===== src/rtl/delay_line_ctrl_pkg.sv =====
// delay_pkg: shared state encoding, default geometry and Q0.8 / saturation
// constants for the delay-line controller.
package delay_pkg;

  typedef enum logic [1:0] {
    ST_IDLE,
    ST_RD,
    ST_WAIT,
    ST_MIX
  } state_t;

  localparam int DEF_B      = 15;
  localparam int DEF_T      = 20000;
  localparam int DEF_RD_LAT = 2;

  localparam int Q_SHIFT = 8;

  localparam logic signed [31:0] SAT_MAX = 32'sh7fff_ffff;
  localparam logic signed [31:0] SAT_MIN = 32'sh8000_0000;

endpackage


===== src/rtl/delay_line_ctrl_if.sv =====
// delay_line_if: sample stream handshake plus delay-memory port bundle.
// master = the controller, slave = the surrounding audio path and memory.
interface delay_line_if #(
  parameter int B = delay_pkg::DEF_B
);
  logic        in_valid;
  logic        in_ready;
  logic [31:0] din;
  logic [B-1:0] delay;
  logic [7:0]  gain;
  logic [7:0]  fb;
  logic [B-1:0] addr1;
  logic [31:0] do1;
  logic [B-1:0] addr2;
  logic        we;
  logic [31:0] di;
  logic [31:0] dout;
  logic        dout_valid;
  logic        overrun;

  modport master (
    input  in_valid, din, delay, gain, fb, do1,
    output in_ready, addr1, addr2, we, di, dout, dout_valid, overrun
  );

  modport slave (
    output in_valid, din, delay, gain, fb, do1,
    input  in_ready, addr1, addr2, we, di, dout, dout_valid, overrun
  );
endinterface


===== src/rtl/delay_line_ctrl_sat_mac.sv =====
// delay_sat_mac: y = sat32(acc + ((x * g) >>> 8)), x signed, g unsigned Q0.8.
module delay_sat_mac
  import delay_pkg::*;
(
  input  logic signed [31:0] acc,
  input  logic signed [31:0] x,
  input  logic        [7:0]  g,
  output logic signed [31:0] y
);
  logic signed [39:0] x_ext;
  logic signed [39:0] g_ext;
  logic signed [39:0] prod;
  logic signed [39:0] scaled;
  logic        [40:0] sum;

  assign x_ext  = {{8{x[31]}}, x};
  assign g_ext  = {32'd0, g};
  assign prod   = x_ext * g_ext;
  assign scaled = prod >>> Q_SHIFT;
  assign sum    = {{9{acc[31]}}, acc} + {scaled[39], scaled};

  // Result fits in 32 bits only when bits 40..31 are all copies of the sign.
  assign y = (sum[40:31] == {10{sum[31]}}) ? sum[31:0]
           : (sum[40] ? SAT_MIN : SAT_MAX);
endmodule


===== src/rtl/delay_line_ctrl.sv =====
// delay_line_ctrl: circular-buffer delay controller with wet/dry mix.
// Feedback into the buffer is built only when DELAY_LINE_FEEDBACK_EN is defined.
module delay_line_ctrl
  import delay_pkg::*;
#(
  parameter int B      = DEF_B,
  parameter int T      = DEF_T,
  parameter int RD_LAT = DEF_RD_LAT
) (
  input  logic         clk,
  input  logic         rst_n,
  delay_line_if.master bus
);
  localparam int           CW     = (RD_LAT > 1) ? $clog2(RD_LAT) : 1;
  localparam logic [B:0]   T_EXT  = (B + 1)'(T);
  localparam logic [B-1:0] T_MOD  = T_EXT[B-1:0];
  localparam logic [B-1:0] T_LAST = B'(T - 1);

  state_t             state_reg;
  logic [B-1:0]       wr_ptr_reg, d_reg, addr1_reg, addr2_reg;
  logic [B:0]         fill_reg;
  logic [CW-1:0]      wait_cnt_reg;
  logic signed [31:0] din_reg, mix_reg, di_reg, dout_reg;
  logic [7:0]         gain_reg;
  logic               in_ready_reg, we_reg, dout_valid_reg, overrun_reg;

  logic [B-1:0]       d_clamp, rd_addr;
  logic signed [31:0] wet_now, mix_val, wr_val;

  assign d_clamp = ({1'b0, bus.delay} >= T_EXT) ? T_LAST : bus.delay;
  // Adding T modulo 2^B folds a negative tap offset back into 0..T-1.
  assign rd_addr = wr_ptr_reg - d_clamp + ((wr_ptr_reg >= d_clamp) ? '0 : T_MOD);
  // Taps older than the writes since reset hold stale memory; treat them as silence.
  assign wet_now = (d_reg == '0 || fill_reg < {1'b0, d_reg}) ? '0 : $signed(bus.do1);

  delay_sat_mac u_mix (
    .acc (din_reg),
    .x   (wet_now),
    .g   (gain_reg),
    .y   (mix_val)
  );

`ifdef DELAY_LINE_FEEDBACK_EN
  logic [7:0] fb_reg;

  delay_sat_mac u_fb (
    .acc (din_reg),
    .x   (wet_now),
    .g   (fb_reg),
    .y   (wr_val)
  );
`else
  assign wr_val = din_reg;
`endif

  always_ff @(posedge clk) begin
    if (!rst_n) begin
      state_reg      <= ST_IDLE;
      wr_ptr_reg     <= '0;
      fill_reg       <= '0;
      d_reg          <= '0;
      wait_cnt_reg   <= '0;
      din_reg        <= '0;
      gain_reg       <= '0;
      mix_reg        <= '0;
      addr1_reg      <= '0;
      addr2_reg      <= '0;
      di_reg         <= '0;
      dout_reg       <= '0;
      we_reg         <= 1'b0;
      dout_valid_reg <= 1'b0;
      overrun_reg    <= 1'b0;
      in_ready_reg   <= 1'b1;
`ifdef DELAY_LINE_FEEDBACK_EN
      fb_reg         <= '0;
`endif
    end else begin
      we_reg         <= 1'b0;
      dout_valid_reg <= 1'b0;
      if (bus.in_valid && !in_ready_reg)
        overrun_reg <= 1'b1;

      case (state_reg)
        ST_IDLE: begin
          if (bus.in_valid) begin
            din_reg      <= $signed(bus.din);
            gain_reg     <= bus.gain;
`ifdef DELAY_LINE_FEEDBACK_EN
            fb_reg       <= bus.fb;
`endif
            d_reg        <= d_clamp;
            addr1_reg    <= rd_addr;
            in_ready_reg <= 1'b0;
            state_reg    <= ST_RD;
          end
        end
        ST_RD: begin
          wait_cnt_reg <= CW'(RD_LAT - 1);
          state_reg    <= ST_WAIT;
        end
        ST_WAIT: begin
          if (wait_cnt_reg == '0) begin
            mix_reg   <= mix_val;
            di_reg    <= wr_val;
            addr2_reg <= wr_ptr_reg;
            we_reg    <= 1'b1;
            state_reg <= ST_MIX;
          end else begin
            wait_cnt_reg <= wait_cnt_reg - 1'b1;
          end
        end
        ST_MIX: begin
          dout_reg       <= mix_reg;
          dout_valid_reg <= 1'b1;
          in_ready_reg   <= 1'b1;
          wr_ptr_reg     <= (wr_ptr_reg == T_LAST) ? '0 : wr_ptr_reg + 1'b1;
          fill_reg       <= (fill_reg == T_EXT) ? fill_reg : fill_reg + 1'b1;
          state_reg      <= ST_IDLE;
        end
        default: state_reg <= ST_IDLE;
      endcase
    end
  end

  assign bus.in_ready   = in_ready_reg;
  assign bus.addr1      = addr1_reg;
  assign bus.addr2      = addr2_reg;
  assign bus.we         = we_reg;
  assign bus.di         = di_reg;
  assign bus.dout       = dout_reg;
  assign bus.dout_valid = dout_valid_reg;
  assign bus.overrun    = overrun_reg;
endmodule


===== src/flat_wrapper.sv =====
// flat-port wrapper written by rule: the top's interface ports become plain ports
module delay_line_ctrl_flat import delay_pkg::*;
#(
  parameter int B      = DEF_B,
  parameter int T      = DEF_T,
  parameter int RD_LAT = DEF_RD_LAT
)
  (clk, rst_n, bus_in_valid, bus_din, bus_delay, bus_gain, bus_fb, bus_do1, bus_in_ready, bus_addr1, bus_addr2, bus_we, bus_di, bus_dout, bus_dout_valid, bus_overrun);
  delay_line_if #(.B(B)) bus_i ();
  input  logic clk;
  input  logic rst_n;
  input wire logic [$bits(bus_i.in_valid)-1:0] bus_in_valid;
  input wire logic [$bits(bus_i.din)-1:0] bus_din;
  input wire logic [$bits(bus_i.delay)-1:0] bus_delay;
  input wire logic [$bits(bus_i.gain)-1:0] bus_gain;
  input wire logic [$bits(bus_i.fb)-1:0] bus_fb;
  input wire logic [$bits(bus_i.do1)-1:0] bus_do1;
  output wire logic [$bits(bus_i.in_ready)-1:0] bus_in_ready;
  output wire logic [$bits(bus_i.addr1)-1:0] bus_addr1;
  output wire logic [$bits(bus_i.addr2)-1:0] bus_addr2;
  output wire logic [$bits(bus_i.we)-1:0] bus_we;
  output wire logic [$bits(bus_i.di)-1:0] bus_di;
  output wire logic [$bits(bus_i.dout)-1:0] bus_dout;
  output wire logic [$bits(bus_i.dout_valid)-1:0] bus_dout_valid;
  output wire logic [$bits(bus_i.overrun)-1:0] bus_overrun;
  assign bus_i.in_valid = bus_in_valid;
  assign bus_i.din = bus_din;
  assign bus_i.delay = bus_delay;
  assign bus_i.gain = bus_gain;
  assign bus_i.fb = bus_fb;
  assign bus_i.do1 = bus_do1;
  assign bus_in_ready = bus_i.in_ready;
  assign bus_addr1 = bus_i.addr1;
  assign bus_addr2 = bus_i.addr2;
  assign bus_we = bus_i.we;
  assign bus_di = bus_i.di;
  assign bus_dout = bus_i.dout;
  assign bus_dout_valid = bus_i.dout_valid;
  assign bus_overrun = bus_i.overrun;
  delay_line_ctrl #(.B(B), .T(T), .RD_LAT(RD_LAT)) u_core (.clk(clk), .rst_n(rst_n), .bus(bus_i));
endmodule

===== config.mk =====
export PLATFORM = sky130hd
export DESIGN_NAME = delay_line_ctrl_flat
export DESIGN_NICKNAME = d
export VERILOG_FILES = /design/src/rtl/delay_line_ctrl_pkg.sv /design/src/rtl/delay_line_ctrl_if.sv /design/src/rtl/delay_line_ctrl_sat_mac.sv /design/src/rtl/delay_line_ctrl.sv /design/src/flat_wrapper.sv
export SDC_FILE = /design/constraint.sdc
export NUM_CORES = 1
export LEC_CHECK = 0
export BUFFER_PORTS_ARGS = -buffer_cell sky130_fd_sc_hd__buf_2
export CORE_MARGIN = 2
export CORE_UTILIZATION = 45
export DETAILED_ROUTE_END_ITERATION = 7
export PLACE_DENSITY = 0.65
export SLEW_MARGIN = 10
export SYNTH_ARGS = -nofsm -noshare
export SYNTH_HDL_FRONTEND = slang
export SYNTH_SLANG_ARGS = --single-unit

===== constraint.sdc =====
create_clock -name clk -period 11.75 [get_ports clk]
set_input_delay 1.175 -clock clk [delete_from_list [all_inputs] [get_ports clk]]
set_output_delay 1.175 -clock clk [all_outputs]
set_load 0.03 [all_outputs]

==> results.py, run 1 <==
metrics = {
    "status": {
        "status": "finished, final reports clean",
    },
    "critical_path": {
        "path_buf_inv": 4,
        "cp-startpoint": "u_core.d_reg[13]$_SDFFE_PN0P_",
        "path_max_fanout": 49,
        "critPathMaxStageDelay_ns": 0.83,
        "criticalPathCategory": "flip-flop to flip-flop",
        "critPathTopFamily": "compound AO/OA/AOI/OAI gates",
        "timing.rr.start": "u_core.d_reg[13]$_SDFFE_PN0P_",
        "critical_path_arrival_ns": 11.09,
        "worstPathRequired_ns": 12.20,
        "crit_path_start_kind": "flip-flop",
        "crit_slowest_cell": "a21boi_4",
        "critical_path.endpoint_type": "flip-flop",
    },
    "global_route": {
        "grt_util_all_layers_pct": 22.28,
        "grt_pass1_wl_um": 85770,
        "antenna_found_initial": 2,
        "grt_max_degree": 105,
        "grt_overflow": 0,
        "grt_pass1_vias": 16620,
    },
    "die": {
        "die_width_um": 216.8,
        "io_pins": 196,
        "core.rowCount": 77,
        "start_util_pct": 45.86,
        "dieArea_um2": 46980,
        "die_h_um": 216.8,
        "core_um2": 44410,
    },
    "placed_design": {
        "preCtsSetupSlack_ns": 1.268,
        "gp_congestion": 0.8961,
        "portBuffers": 187,
        "placed_cell_area_um2": 21770,
        "hpwlAfterDp_um": 40620,
        "dp_cells": 3075,
    },
    "cells_and_area": {
        "ff_latch_area_um2": 4384,
        "fin_cells": 3124,
        "final_layout_size_suffix_gt1_share_pct": 10.83,
        "fin_area_um2": 22660,
        "nNetsFinal": 2969,
        "fin_util_pct": 51.01,
        "n_fill_cell": 4194,
        "syn_to_final_growth_pct": 11.23,
        "multi_input_area_um2": 14460,
    },
    "synthesis": {
        "synthFlopType": "dfxtp_1",
        "synth_warnings": 0,
        "synthCells": 2392,
        "async_reset_ff_share_pct": 0,
        "yosysUniqueCellTypes": 78,
        "synth_edf_count": 0,
        "ys_ff_latch": 219,
        "syn_nets": 2850,
        "syn_avg_cell_area_um2": 8.515,
        "yosysSeqAreaShare_pct": 21.52,
        "syn_area_um2": 20370,
    },
    "cts": {
        "cts-resized-gates": 0,
        "holdBufCountCts": 0,
        "h-tree-depth": 1,
        "cts_tree": "built",
        "cts_buffers": 26,
        "clk_pin_slew_ns": 0.06,
        "cts_sinks": 219,
        "clockBufferDepth": 3,
        "clk_root_buffer_cell": "clkbuf_16",
        "insertion_delay_ns": 0.55,
        "post-cts-setup-buffer-count": 0,
    },
    "routing": {
        "viasPerCell": 5.436,
        "drc": 0,
        "ant_nets": 0,
        "postRouteWirelength_um": 53070,
        "vias": 16980,
        "drtIter0Drc": 1045,
        "wl_per_cell_um": 16.99,
        "dr.pass1.iters": 5,
    },
    "sta": {
        "setup_ws_ns": 1.112,
        "rsz0062_at_grt": "false",
        "max_freq_ghz": 0.09400,
        "clock_skew_ns": 0.02316,
        "tns_ns": 0,
        "timing.hold.ws_ns": 0.4600,
        "post-route-period-util_pct": 90.54,
        "final_max_slew_viol_count": 0,
        "setup_viol": 0,
        "finalHoldViolations": 0,
        "min_period_ns": 10.64,
        "worstMarginPinSlew_ns": 1.155,
        "slew_headroom_pct": 22.99,
    },
    "min_path": {
        "min_from": "u_core.bus.addr1[1]$_SDFFE_PN0P_",
        "min-delay-path-class": "flip-flop to flip-flop",
    },
    "power_and_ir_drop": {
        "power_leakage_nw": 11.38,
        "total_power_mw": 2.967,
        "ir_worst_vdd_mv": 0.1143,
        "p_per_area_nw_per_um2": 131.0,
    },
    "job": {
        "drv_cap": 0,
    },
}
## cell families after synthesis
| logic type | count (synthesis) | synth area share, % |
|---|---|---|
| buf+inv | 410 | 7.685 |
| compound gates | 433 | 14.31 |
| mux | 37 | 1.824 |
| xor+xnor | 94 | 4.079 |
| flops | 219 | 21.52 |
| simple gates | 809 | 19.47 |
| fa+ha+maj | 390 | 31.11 |
## synthesized netlist by cell type (10+ instances only)
master / count / area share (%)
o21bai_1: 13 / 0.48
nand2_1: 369 / 6.8
dfxtp_1: 219 / 22
and2_1: 41 / 1.3
nand2b_1: 15 / 0.46
nor2_1: 67 / 1.2
xor2_1: 29 / 1.2
o21ai_0: 86 / 2.1
fa_1: 204 / 20
inv_1: 295 / 5.4
xnor2_1: 64 / 2.8
a21o_1: 38 / 1.4
nor2b_1: 50 / 1.5
a21oi_1: 97 / 2.4
and3_1: 168 / 5.2
clkbuf_1: 103 / 1.9
mux2i_1: 36 / 1.8
nand3_1: 29 / 0.71
maj3_1: 30 / 1.5
a21boi_0: 100 / 3.7
nor3_1: 16 / 0.39
nand4_1: 15 / 0.46
o21a_1: 10 / 0.37
ha_1: 156 / 9.6
o211a_1: 12 / 0.59
## tightest hold or removal path: stages, from the launching register on
cell and delay, ns:
dfxtp_1 0.30, nand2_1 0.04, a21boi_0 0.06
## placed cells by master, fill, tap and decap left out, drive strengths merged, types with 36 or more instances in the layout
cell type / netlist / layout
mux2i: 36 / 36
o21ai: 87 / 87
inv: 295 / 299
nor2: 67 / 67
xnor2: 64 / 64
nor2b: 50 / 50
buf: 12 / 206
a21o: 39 / 39
and3: 168 / 168
a21boi: 102 / 102
ha: 156 / 156
nand2: 369 / 369
and2: 42 / 42
fa: 204 / 204
a21oi: 99 / 99
dfxtp: 219 / 219
## final timing paths
kind / to / slack (ns) / cells after the start
worst min register to register: u_core.bus.addr1[1]$_SDFFE_PN0P_ / 0.46 / 2
worst max-delay path: u_core.mix_reg[5]$_SDFFE_PN0P_ / 1.11 / 35
worst min-delay path: u_core.bus.addr1[1]$_SDFFE_PN0P_ / 0.46 / 2
worst max register to register: u_core.mix_reg[5]$_SDFFE_PN0P_ / 1.11 / 35
## power breakdown
part / internal, mW / switching (mW) / leakage, nW
Clock: 0.480 / 0.346 / 0.419
Combinational: 0.427 / 0.777 / 9.18
Sequential: 0.851 / 0.0852 / 1.78
## final cells by class
type	instances	share of cell area, %
multi-input combinational	1763	63.83
antenna	2	0.02209
clock buffer	30	3.120
timing repair buffer	206	4.772
inverter	295	4.888
tap	592	3.269
sequential	219	19.35
clock inverter	17	0.7511
## metal layers
layer | vias to the layer above | share of wire, % | global-route usage [%]
li1 | 8164 | - | -
met1 | 8276 | 44 | 30.43
met2 | 462 | 48 | 37.34
met3 | 80 | 5.5 | 2.655
met4 | 0 | 2.5 | 6.164
met5 | - | 0 | 0
Note: power is estimated with default switching activity, not from simulation.
==> inputs of run 2 (changes only) <==
--- a/config.mk
+++ b/config.mk
@@ -7,10 +7,9 @@
 export LEC_CHECK = 0
 export BUFFER_PORTS_ARGS = -buffer_cell sky130_fd_sc_hd__buf_2
 export CORE_MARGIN = 2
-export CORE_UTILIZATION = 45
+export CORE_UTILIZATION = 55
 export DETAILED_ROUTE_END_ITERATION = 7
-export PLACE_DENSITY = 0.65
-export SLEW_MARGIN = 10
+export PLACE_DENSITY = 0.77
 export SYNTH_ARGS = -nofsm -noshare
 export SYNTH_HDL_FRONTEND = slang
 export SYNTH_SLANG_ARGS = --single-unit
==> results.py, run 2 (same netlist as run 1, synthesis figures left out) <==
metrics = {
    "routing": {
        "dr.pass1.iters": 5,
        "vias": 17010,
        "drc": 0,
        "viasPerCell": 5.672,
        "ant_nets": 0,
        "wl_per_cell_um": 17.38,
        "drtIter0Drc": 1139,
        "postRouteWirelength_um": 52110,
    },
    "die": {
        "io_pins": 196,
        "die_h_um": 196.4,
        "core.rowCount": 70,
        "core_um2": 36520,
        "dieArea_um2": 38590,
        "die_width_um": 196.4,
        "start_util_pct": 55.77,
    },
    "global_route": {
        "grt_pass1_vias": 16810,
        "grt_util_all_layers_pct": 26.98,
        "antenna_found_initial": 0,
        "grt_overflow": 0,
        "grt_max_degree": 133,
        "grt_pass1_wl_um": 85260,
    },
    "cells_and_area": {
        "mostFrequentLayoutCell": "nand2_1",
        "syn_to_final_growth_pct": 10.33,
        "n_fill_cell": 3112,
        "final_cell_mix": "nand2_1 (368), inv_1 (295), dfxtp_1 (219)",
        "nNetsFinal": 2967,
        "final_layout_size_suffix_gt1_share_pct": 10.52,
    },
    "critical_path": {
        "critPathTopFamily": "compound AO/OA/AOI/OAI gates",
        "critical_path.endpoint_type": "flip-flop",
        "crit_path_start_kind": "flip-flop",
        "r2r_slack_ns": 1.44,
        "reg2reg_depth": 37,
        "rr_endpoint": "u_core.mix_reg[13]$_SDFFE_PN0P_",
        "path_max_fanout": 70,
        "path_buf_inv": 6,
        "critPathMaxStageDelay_ns": 0.56,
        "worstPathRequired_ns": 12.20,
        "critical_path_arrival_ns": 10.76,
        "timing.rr.start": "u_core.d_reg[13]$_SDFFE_PN0P_",
        "criticalPathCategory": "flip-flop to flip-flop",
        "crit_slowest_cell": "fa_1",
    },
    "placed_design": {
        "portBuffers": 187,
        "gp_congestion": 0.9109,
        "hpwlAfterDp_um": 39280,
    },
    "cts": {
        "cts_tree": "built",
        "clk_pin_slew_ns": 0.06,
        "cts_buffers": 26,
        "h-tree-depth": 1,
        "cts_sinks": 219,
        "post-cts-setup-buffer-count": 0,
        "insertion_delay_ns": 0.55,
        "clk_root_buffer_cell": "clkbuf_16",
        "cts-resized-gates": 0,
        "clockBufferDepth": 3,
        "holdBufCountCts": 0,
    },
    "min_path": {
        "hold_end": "u_core.bus.overrun$_SDFFE_PN0P_",
        "min_from": "u_core.bus.overrun$_SDFFE_PN0P_",
        "whs_path_depth": 1,
        "min-delay-path-class": "flip-flop to flip-flop",
    },
    "sta": {
        "setup_viol": 0,
        "slew_headroom_pct": 21.41,
        "clock_skew_ns": 0.02619,
        "post-route-period-util_pct": 87.74,
        "tns_ns": 0,
        "finalHoldViolations": 0,
        "worstMarginPinSlew_ns": 1.179,
        "max_freq_ghz": 0.09700,
        "min_period_ns": 10.31,
        "final_max_slew_viol_count": 0,
        "rsz0062_at_grt": "false",
    },
    "power_and_ir_drop": {
        "total_power_mw": 2.959,
        "p_per_area_nw_per_um2": 131.7,
        "ir_worst_vdd_mv": 0.1246,
        "power_leakage_nw": 11.37,
    },
    "job": {
        "drv_cap": 0,
    },
    "status": {
        "status": "finished, final reports clean",
    },
}
run 2: changes by cell type in the layout (fill, tap and decap cells not counted):
cell / before / now
clkbuf_1: 1 / 8
clkinv_2: 4 / 0
buf_4: 20 / 18
clkinvlp_4: 5 / 3
inv_6: 4 / 2
inv_8: 0 / 2
diode_2: 2 / 1
o22ai_2: 0 / 1
o22ai_4: 2 / 1
run 2: power by group:
group,internal [mW],total [mW],switching (mW)
logic,0.427,1.19,0.760
registers,0.851,0.947,0.0962
clock network,0.485,0.825,0.340
run 2: per-layer routing:
layer	wire length (um)	track usage [%]
met5	0	0
met3	3049	3.388
met1	22430	35.99
met2	24790	45.34
met4	1836	9.456
run 2: worst max-delay path by stage:
| stage | from | to | cells after the start |
|---|---|---|---|
| detailed placement | u_core.d_reg[13]$_SDFFE_PN0P_ | u_core.mix_reg[22]$_SDFFE_PN0P_ | 37 |
| global route | u_core.d_reg[13]$_SDFFE_PN0P_ | u_core.mix_reg[5]$_SDFFE_PN0P_ | 37 |
| CTS | u_core.d_reg[13]$_SDFFE_PN0P_ | u_core.mix_reg[20]$_SDFFE_PN0P_ | 37 |
| global placement | u_core.d_reg[13]$_SDFFE_PN0P_ | u_core.mix_reg[13]$_SDFFE_PN0P_ | 37 |
| floorplan | u_core.d_reg[9]$_SDFFE_PN0P_ | u_core.mix_reg[10]$_SDFFE_PN0P_ | 35 |
| finish | u_core.d_reg[13]$_SDFFE_PN0P_ | u_core.mix_reg[13]$_SDFFE_PN0P_ | 37 |
run 2: through the flow:
stage	utilization (%)	hold WS [ns]	area, um2	instances	setup WS [ns]
final	61.53	0.4592	22470	2998	1.441
after global routing	61.52	0.4879	22470	2997	0.8385
after CTS	61.52	0.4618	22470	2997	1.569
after detailed placement	59.13	0.4474	21600	2949	1.644
after global placement	59.13	0.4430	21600	2949	1.850
after floorplan	-	0.4474	20370	2392	3.089
run 2: layout make-up:
| class | instances | area, um2 | share of cell area (%) |
|---|---|---|---|
| diodes | 1 | 2.502 | 0.01114 |
| clock buffers | 37 | 733.2 | 3.263 |
| clock inverters | 11 | 140.1 | 0.6236 |
| inverters | 295 | 1107 | 4.928 |
| multi-input cells | 1763 | 14450 | 64.31 |
| flip-flops and latches | 219 | 4384 | 19.51 |
| well taps | 468 | 585.6 | 2.606 |
| repair buffers | 204 | 1066 | 4.744 |
run 2: worst register-to-register path: cells and delay by family, from the launching register on:
kind | cells | cell delay (ns)
compound gates | 15 | 3.47
buf+inv | 6 | 0.99
flops | 1 | 0.36
fa+ha+maj | 8 | 3.47
simple gates | 7 | 1.84
xor+xnor | 1 | 0.08
==> inputs of run 3 (changes only) <==
--- a/config.mk
+++ b/config.mk
@@ -6,10 +6,11 @@
 export NUM_CORES = 1
 export LEC_CHECK = 0
 export BUFFER_PORTS_ARGS = -buffer_cell sky130_fd_sc_hd__buf_2
-export CORE_MARGIN = 2
+export CORE_MARGIN = 3
 export CORE_UTILIZATION = 55
 export DETAILED_ROUTE_END_ITERATION = 7
 export PLACE_DENSITY = 0.77
+export SLEW_MARGIN = 20
 export SYNTH_ARGS = -nofsm -noshare
 export SYNTH_HDL_FRONTEND = slang
 export SYNTH_SLANG_ARGS = --single-unit
==> results.py, run 3 (same netlist as run 1, synthesis figures left out) <==
metrics = {
    "power_and_ir_drop": {
        "power_leakage_nw": 11.40,
        "p_per_area_nw_per_um2": 132.9,
        "ir_worst_vdd_mv": 0.1211,
    },
    "placed_design": {
        "portBuffers": 187,
        "dp_cells": 2944,
        "placed_cell_area_um2": 21600,
        "hpwlAfterDp_um": 39130,
        "gp_congestion": 0.9008,
    },
    "cells_and_area": {
        "antenna_cells": 0,
        "mostFrequentLayoutCell": "nand2_1",
        "n_fill_cell": 3045,
        "final_layout_size_suffix_gt1_share_pct": 10.79,
        "nNetsFinal": 2969,
        "final_cell_mix": "nand2_1 (368), inv_1 (295), dfxtp_1 (219)",
        "fin_area_um2": 22530,
        "syn_to_final_growth_pct": 10.63,
        "fin_cells": 2991,
        "fin_util_pct": 62.59,
    },
    "global_route": {
        "antenna_found_initial": 0,
        "grt_util_all_layers_pct": 26.34,
        "grt_pass1_wl_um": 85410,
        "grt_pass1_vias": 17040,
        "grt_overflow": 0,
        "grt_max_degree": 131,
    },
    "cts": {
        "insertion_delay_ns": 0.55,
        "cts_tree": "built",
        "holdBufCountCts": 0,
        "post-cts-setup-buffer-count": 0,
        "cts_buffers": 26,
        "cts_sinks": 219,
        "clockBufferDepth": 3,
        "cts-resized-gates": 0,
        "h-tree-depth": 1,
        "clk_pin_slew_ns": 0.06,
        "clk_root_buffer_cell": "clkbuf_16",
    },
    "sta": {
        "slew_headroom_pct": 27.84,
        "final_max_slew_viol_count": 0,
        "max_freq_ghz": 0.09795,
        "clock_skew_ns": 0.02350,
        "finalHoldViolations": 0,
        "setup_viol": 0,
        "post-route-period-util_pct": 86.89,
        "worstMarginPinSlew_ns": 1.082,
        "rsz0062_at_grt": "false",
        "tns_ns": 0,
        "min_period_ns": 10.21,
    },
    "die": {
        "core_um2": 36000,
        "die_h_um": 198.4,
        "core.rowCount": 69,
        "dieArea_um2": 39380,
        "io_pins": 196,
        "start_util_pct": 56.58,
        "die_width_um": 198.4,
    },
    "routing": {
        "ant_nets": 0,
        "postRouteWirelength_um": 51740,
        "viasPerCell": 5.708,
        "vias": 17070,
        "wl_per_cell_um": 17.30,
        "dr.pass1.iters": 5,
        "drc": 0,
        "drtIter0Drc": 1180,
    },
    "critical_path": {
        "critical_path_arrival_ns": 10.66,
        "path_buf_inv": 6,
        "critPathMaxStageDelay_ns": 0.53,
        "critical_path.endpoint_type": "flip-flop",
        "critPathTopFamily": "adder cells",
        "crit_path_start_kind": "flip-flop",
        "crit_slowest_cell": "fa_1",
        "worstPathRequired_ns": 12.20,
        "criticalPathCategory": "flip-flop to flip-flop",
        "path_max_fanout": 67,
    },
    "min_path": {
        "min-delay-path-class": "flip-flop to flip-flop",
    },
    "status": {
        "status": "finished, final reports clean",
    },
    "job": {
        "drv_cap": 0,
    },
}
-- run 3: worst reg2reg max path, delay by kind of cell (launching register included) --
| kind | cells | cell delay, ns |
|---|---|---|
| compound gates | 15 | 3.41 |
| xor+xnor | 1 | 0.08 |
| fa+ha+maj | 8 | 3.46 |
| buf+inv | 6 | 0.91 |
| flops | 1 | 0.35 |
| simple gates | 7 | 1.91 |
-- run 3: layout make-up --
cell class | instances | area, um2 | area share, %
clock buffer | 31 | 710.7 | 3.154
clock inverter | 16 | 216.5 | 0.9606
sequential | 219 | 4384 | 19.46
timing repair buffer | 206 | 1081 | 4.797
tap | 461 | 576.8 | 2.560
multi-input combinational | 1763 | 14460 | 64.16
inverter | 295 | 1107 | 4.914
-- run 3: worst paths after layout --
kind	cells after the start	slack (ns)	to	startpoint
setup / recovery	37	1.54	u_core.mix_reg[9]$_SDFFE_PN0P_	u_core.d_reg[13]$_SDFFE_PN0P_
hold / removal	2	0.46	u_core.bus.di[8]$_SDFFE_PN0P_	u_core.bus.di[8]$_SDFFE_PN0P_
setup reg to reg	37	1.54	u_core.mix_reg[9]$_SDFFE_PN0P_	u_core.d_reg[13]$_SDFFE_PN0P_
hold reg to reg	2	0.46	u_core.bus.di[8]$_SDFFE_PN0P_	u_core.bus.di[8]$_SDFFE_PN0P_
-- run 3: routing by layer --
layer | track usage [%] | wire length, um | vias up
li1 | - | - | 8174
met1 | 35.72 | 22310 | 8245
met5 | 0 | 0 | -
met3 | 3.472 | 2974 | 117
met4 | 9.110 | 2102 | 0
met2 | 43.75 | 24360 | 537
-- run 3: power breakdown --
group	switching, mW	total, mW	internal [mW]
Clock	0.339	0.863	0.524
Combinational	0.765	1.19	0.429
Sequential	0.0859	0.937	0.851
-- run 3: through the flow --
step	setup WS, ns	hold WS [ns]	total power, mW
6_report	1.540	0.4621	2.995
5_1_grt	0.8155	0.4861	3.187
4_1_cts	1.647	0.4681	3.009
3_5_place_dp	1.761	0.4583	2.134
3_3_place_gp	2.011	0.4403	2.101
2_1_floorplan	3.089	0.4474	1.815
